===== src/rtl/voice_sample_player.sv =====
// Voice sample player: reads one PCM word per audio tick from the SD feed FIFO,
// scales it by note velocity and applies a linear release ramp.
module voice_sample_player #(
    parameter int CLK_DIV     = 2000,
    parameter int PRIME_TICKS = 4,
    parameter int REL_STEP    = 1
) (
    input  logic        clk96m,
    input  logic        rst,
    input  logic        note_on,
    input  logic        note_off,
    input  logic [6:0]  velocity,
    input  logic        stream_done,
    output logic        fifo_rd_en,
    input  logic [15:0] fifo_data,
    output logic [15:0] sample_out,
    output logic        sample_valid,
    output logic        active
);

    localparam int CW = $clog2(CLK_DIV);
    localparam int PW = $clog2(PRIME_TICKS + 1);

    typedef enum logic [1:0] {
        S_IDLE,
        S_PRIME,
        S_PLAY,
        S_REL
    } state_t;

    state_t        state_q;
    logic [CW-1:0] cnt_q;
    logic [PW-1:0] prime_q;
    logic [7:0]    gain_q;
    logic [7:0]    mgain_q;
    logic          t1_q;
    logic          t2_q;
    logic          rd_q;
    logic          rd2_q;
    logic          valid_q;
    logic          active_q;
    logic [15:0]   sample_q;

    logic               tick;
    logic               playing;
    logic [7:0]         vel_gain;
    logic signed [24:0] data_x;
    logic signed [24:0] gain_x;
    logic signed [24:0] prod;
    logic               unused_prod;

    assign tick     = (cnt_q == CW'(CLK_DIV - 1));
    assign playing  = (state_q == S_PLAY) || (state_q == S_REL);
    assign vel_gain = {1'b0, velocity} + {7'd0, velocity[6]};

    // Product always fits: |data| <= 2^15, gain <= 128, so bits 22:7 hold the floor shift.
    assign data_x      = 25'($signed(fifo_data));
    assign gain_x      = 25'({1'b0, mgain_q});
    assign prod        = data_x * gain_x;
    assign unused_prod = ^{prod[24:23], prod[6:0]};

    always_ff @(posedge clk96m) begin
        if (rst) begin
            cnt_q    <= '0;
            t1_q     <= 1'b0;
            t2_q     <= 1'b0;
            rd_q     <= 1'b0;
            rd2_q    <= 1'b0;
            valid_q  <= 1'b0;
            mgain_q  <= '0;
            sample_q <= '0;
        end else begin
            cnt_q    <= tick ? '0 : cnt_q + CW'(1);
            t1_q     <= tick;
            t2_q     <= t1_q;
            valid_q  <= t2_q;
            rd_q     <= tick && playing;
            rd2_q    <= rd_q;
            if (rd_q)
                mgain_q <= gain_q;
            sample_q <= rd2_q ? prod[22:7] : '0;
        end
    end

    always_ff @(posedge clk96m) begin
        if (rst) begin
            state_q  <= S_IDLE;
            gain_q   <= '0;
            prime_q  <= '0;
            active_q <= 1'b0;
        end else if (note_on) begin
            state_q  <= S_PRIME;
            gain_q   <= vel_gain;
            prime_q  <= PW'(PRIME_TICKS);
            active_q <= 1'b1;
        end else begin
            unique case (state_q)
                S_IDLE: ;
                S_PRIME: begin
                    if (note_off) begin
                        state_q  <= S_IDLE;
                        gain_q   <= '0;
                        active_q <= 1'b0;
                    end else if (tick) begin
                        prime_q <= prime_q - PW'(1);
                        if (prime_q == PW'(1))
                            state_q <= S_PLAY;
                    end
                end
                S_PLAY: begin
                    if (stream_done) begin
                        state_q  <= S_IDLE;
                        gain_q   <= '0;
                        active_q <= 1'b0;
                    end else if (note_off) begin
                        state_q <= S_REL;
                    end
                end
                S_REL: begin
                    if (stream_done) begin
                        state_q  <= S_IDLE;
                        gain_q   <= '0;
                        active_q <= 1'b0;
                    end else if (tick) begin
                        if (gain_q <= 8'(REL_STEP)) begin
                            state_q  <= S_IDLE;
                            gain_q   <= '0;
                            active_q <= 1'b0;
                        end else begin
                            gain_q <= gain_q - 8'(REL_STEP);
                        end
                    end
                end
                default: state_q <= S_IDLE;
            endcase
        end
    end

    assign fifo_rd_en   = rd_q;
    assign sample_out   = sample_q;
    assign sample_valid = valid_q;
    assign active       = active_q;

endmodule


===== config.mk =====
export PLATFORM = sky130hd
export DESIGN_NAME = voice_sample_player
export DESIGN_NICKNAME = d
export VERILOG_FILES = /design/src/rtl/voice_sample_player.sv
export SDC_FILE = /design/constraint.sdc
export NUM_CORES = 1
export LEC_CHECK = 0
export BUFFER_PORTS_ARGS = -buffer_cell sky130_fd_sc_hd__buf_2
export CAP_MARGIN = 30
export CELL_PAD_IN_SITES_DETAIL_PLACEMENT = 2
export CELL_PAD_IN_SITES_GLOBAL_PLACEMENT = 2
export CORE_AREA = 10 10 140 142
export CTS_BUF_LIST = sky130_fd_sc_hd__clkbuf_4 sky130_fd_sc_hd__clkbuf_8
export DETAILED_ROUTE_END_ITERATION = 8
export DIE_AREA = 0 0 150 152
export GPL_TIMING_DRIVEN = 0
export PLACE_DENSITY = 0.85
export SKIP_LAST_GASP = 1
export SYNTH_ARGS = -nofsm -noshare
export SYNTH_HDL_FRONTEND = slang
export SYNTH_SLANG_ARGS = --single-unit

===== constraint.sdc =====
create_clock -name clk96m -period 5.7 [get_ports clk96m]
set_input_delay 0.285 -clock clk96m [delete_from_list [all_inputs] [get_ports clk96m]]
set_output_delay 0.285 -clock clk96m [all_outputs]
set_load 0.02 [all_outputs]

==> flow_metrics.env <==
export IMPL_status="finished clean"
export IMPL_io_buffers=45
export IMPL_wl_per_cell_um=20.0
export IMPL_worstSetupPathType="reg -> reg"
export IMPL_ys_seq_area_share_pct=16.8
export IMPL_wl_um=20500
export IMPL_synthMuxAreaShare_pct=1.40
export IMPL_start_util_pct=38.0
export IMPL_dp_hpwl_um=17300
export IMPL_p_per_area_nw_per_um2=103
export IMPL_seqPwrFrac_pct=54.1
export IMPL_synth_edff_count=0
export IMPL_finalSetupTns_ps=0
export IMPL_drtIter0Drc=185
export IMPL_syn_area_um2=6440
export IMPL_combPwrFrac_pct=10.9
export IMPL_numCtsBuffers=5
export IMPL_grt_pass1_wl_um=33300
export IMPL_power_share_clock_pct=35.0
export IMPL_setup_viol=0
export IMPL_finalCritPeriodShare_pct=95.8
export IMPL_die_w_um=150
export IMPL_grt_overflow=0
export IMPL_vias=5290
export IMPL_cts_tree="built"
export IMPL_ys_seq_elements=54
export IMPL_first_pass_iters=4
export IMPL_timing_fmax_mhz=183
export IMPL_postCtsSetupBuffers=0
export IMPL_endpoint_kind="register"
export IMPL_cts_htree_levels=2
export IMPL_syn_to_final_growth_pct=9.41
export IMPL_clk_pin_slew_ps=120
export IMPL_synth_ff_type="dfxtp_1"
export IMPL_holdCritPathClass="in -> reg"
export IMPL_slew_violations=0
export IMPL_async_reset_ff_share_pct=0
export IMPL_yosys_area_share_adder_pct=39.2
export IMPL_antenna_cells=0
export IMPL_core_area_um2=16900
export IMPL_drive_gt1_share_pct=8.61
export IMPL_place_gp_congestion=0.828
export IMPL_clkLatencyLatePin_ps=350
export IMPL_io_pins=47
export IMPL_cp_data_required_time_ps=5930
export IMPL_die_area_um2=22800
export IMPL_yosys_area_share_simple_pct=19.2
export IMPL_synthXorXnorAreaFrac_pct=4.49
export IMPL_cp_start_kind="register"
export IMPL_p_sw_uw=220
export IMPL_antenna_found_initial=0
export IMPL_synth_distinct_cells=53
export IMPL_ant_nets=0
export IMPL_fillers=1948
export IMPL_die_y_um=152
export IMPL_synth_compound_area_share_pct=8.86
export IMPL_synth_area_per_cell_um2=8.59
export IMPL_final_hold_viol_count=0
export IMPL_p_sw_share_pct=30.5
export IMPL_synthCells=749
export IMPL_syn_nets=921
export IMPL_min_period_ps=5460
export IMPL_finalNetCount=972
export IMPL_grt_pass1_vias=6336
export IMPL_cts_sinks=54
export IMPL_grt_max_degree=20
export IMPL_grt_usage_pct=18.2
export IMPL_clockRootBuffer="clkbuf_8"
export IMPL_rsz0062_at_grt="no"
export IMPL_p_int_uw=502
export IMPL_synth_top_family_by_area="adder cells"
export IMPL_vdd_drop_max_v=0.000141
export IMPL_routed_via_density=5.16
export IMPL_ctsHoldBuffers=0
export IMPL_max_cap_violations=0
export IMPL_drcViolationCount=0
export IMPL_placed_cells=1019
export IMPL_rows=48
export IMPL_post_cts_resize_count=0
export IMPL_instances_no_fill=1026
export IMPL_cts_path_max_buffers=2
export IMPL_relSlewSlack_pct=56.8
export IMPL_crit_fanout=10
export IMPL_final_cell_mix="144 x inv_1, 96 x fa_1, 86 x nand2_1"
export IMPL_worst_ep_arrival_time_ps=5690
export IMPL_worst_slew_pin_slew_ps=648
export IMPL_layout_cells_most_common="inv_1"
export IMPL_finClkSkew_ps=3.77
export IMPL_power_total_uw=722
export IMPL_cellLeakagePower_nw=3.50
export IMPL_ys_warn_count=0
-- synthesized netlist by cell type, types with 3 or more instances --
cell type / number / area share [%]
nand2b_1: 4 / 0.39
clkbuf_1: 19 / 1.1
a22oi_1: 4 / 0.47
a21o_1: 3 / 0.35
fa_1: 96 / 30
o21bai_1: 4 / 0.47
nor2b_1: 5 / 0.49
xor2_1: 11 / 1.5
ha_1: 48 / 9.3
nor3_1: 9 / 0.70
o21ai_1: 3 / 0.23
nand2_1: 86 / 5.0
dfxtp_1: 54 / 17
inv_1: 144 / 8.4
nor4_1: 3 / 0.29
o31ai_1: 4 / 0.47
a31oi_1: 3 / 0.29
o21ai_0: 20 / 1.6
xnor2_1: 22 / 3.0
nor2_1: 47 / 2.7
mux2i_1: 9 / 1.4
o21a_1: 4 / 0.47
or2_2: 3 / 0.29
or3_1: 3 / 0.29
and2_1: 60 / 5.8
nand4_1: 6 / 0.58
and3_1: 7 / 0.68
buf_2: 3 / 0.23
a21oi_1: 23 / 1.8
a211oi_1: 6 / 0.70
nand3_1: 9 / 0.70
-- power groups by stage --
stage	Clock [mW]	Combinational (mW)	Sequential, mW
6_report	0.253	0.0785	0.391
2_1_floorplan	0	0.0391	0.397
3_5_place_dp	0	0.0784	0.399
4_1_cts	0.266	0.0793	0.391
3_3_place_gp	0	0.0724	0.398
5_1_grt	0.277	0.0879	0.392
-- metrics by stage --
step                hold WS [ps]  cell area [µm²]  util (%)  setup WS, ps
floorplan                    413             6440         -           835
global placement             422             6940      41.0           303
detailed placement           425             6940      41.0          89.5
CTS                          322             7040      41.6          27.7
global route                 341             7040      41.6          34.5
finish                       331             7040      41.6           240
-- cell families (layout without fill, tap and decap cells) --
logic type                 count (synthesis)  after routing
and+or+nand+nor                          251            251
buffers and inverters                    169            221
adders and majority gates                144            144
AOI/OAI and AO/OA                         89             89
DFF                                       54             54
xor gates and xnor gates                  33             33
muxes                                      9              9
-- worst max-delay path, cell delays in order, from the launching register on --
cell	delay [ps]
dfxtp_1	340
buf_2	240
clkbuf_1	430
nand2_1	160
fa_1	530
inv_1	60
fa_1	510
fa_1	510
inv_1	60
fa_1	540
inv_1	50
ha_1	360
a21oi_1	270
o21ai_1	130
a221o_1	370
buf_6	140
o311a_1	370
nor3_1	190
nor3_2	70
-- final cells by class --
type | count | area (µm²) | share of cell area (%)
Buffer | 24 | 108 | 1.53
Clock buffer | 5 | 68.8 | 0.977
Clock inverter | 3 | 28.8 | 0.409
Inverter | 144 | 541 | 7.68
Multi-Input combinational cell | 526 | 4710 | 66.9
Sequential cell | 54 | 1080 | 15.4
Tap cell | 225 | 282 | 4.00
Timing Repair Buffer | 45 | 225 | 3.20
-- metal layers --
metal | track usage, % | vias up | share of wire [%]
li1 | - | 2447 | -
met1 | 20.0 | 2727 | 39
met2 | 34.8 | 88 | 55
met3 | 2.79 | 28 | 3.3
met4 | 5.14 | 0 | 2.1
met5 | 0 | - | 0
-- worst paths after layout --
check / cells past startpoint / to / slack (ps) / from
max: 18 / sample_out[12]$_SDFF_PP0_ / 240 / mgain_q[1]$_SDFFE_PP0P_
min: 4 / gain_q[0]$_SDFFE_PP0P_ / 330 / velocity[0]
max reg2reg: 18 / sample_out[12]$_SDFF_PP0_ / 240 / mgain_q[1]$_SDFFE_PP0P_
min reg2reg: 1 / t2_q$_SDFF_PP0_ / 450 / t1_q$_SDFF_PP0_
-- registers in the layout, indices dropped and copies added, names as in the netlist --
name / flops
sample_valid: 1
sample_out: 16
fifo_rd_en: 1
active: 1
rd2_q: 1
gain_q: 8
state_q: 2
prime_q: 3
cnt_q: 11
t2_q: 1
mgain_q: 8
t1_q: 1
Note: power is estimated with default switching activity, not from simulation.
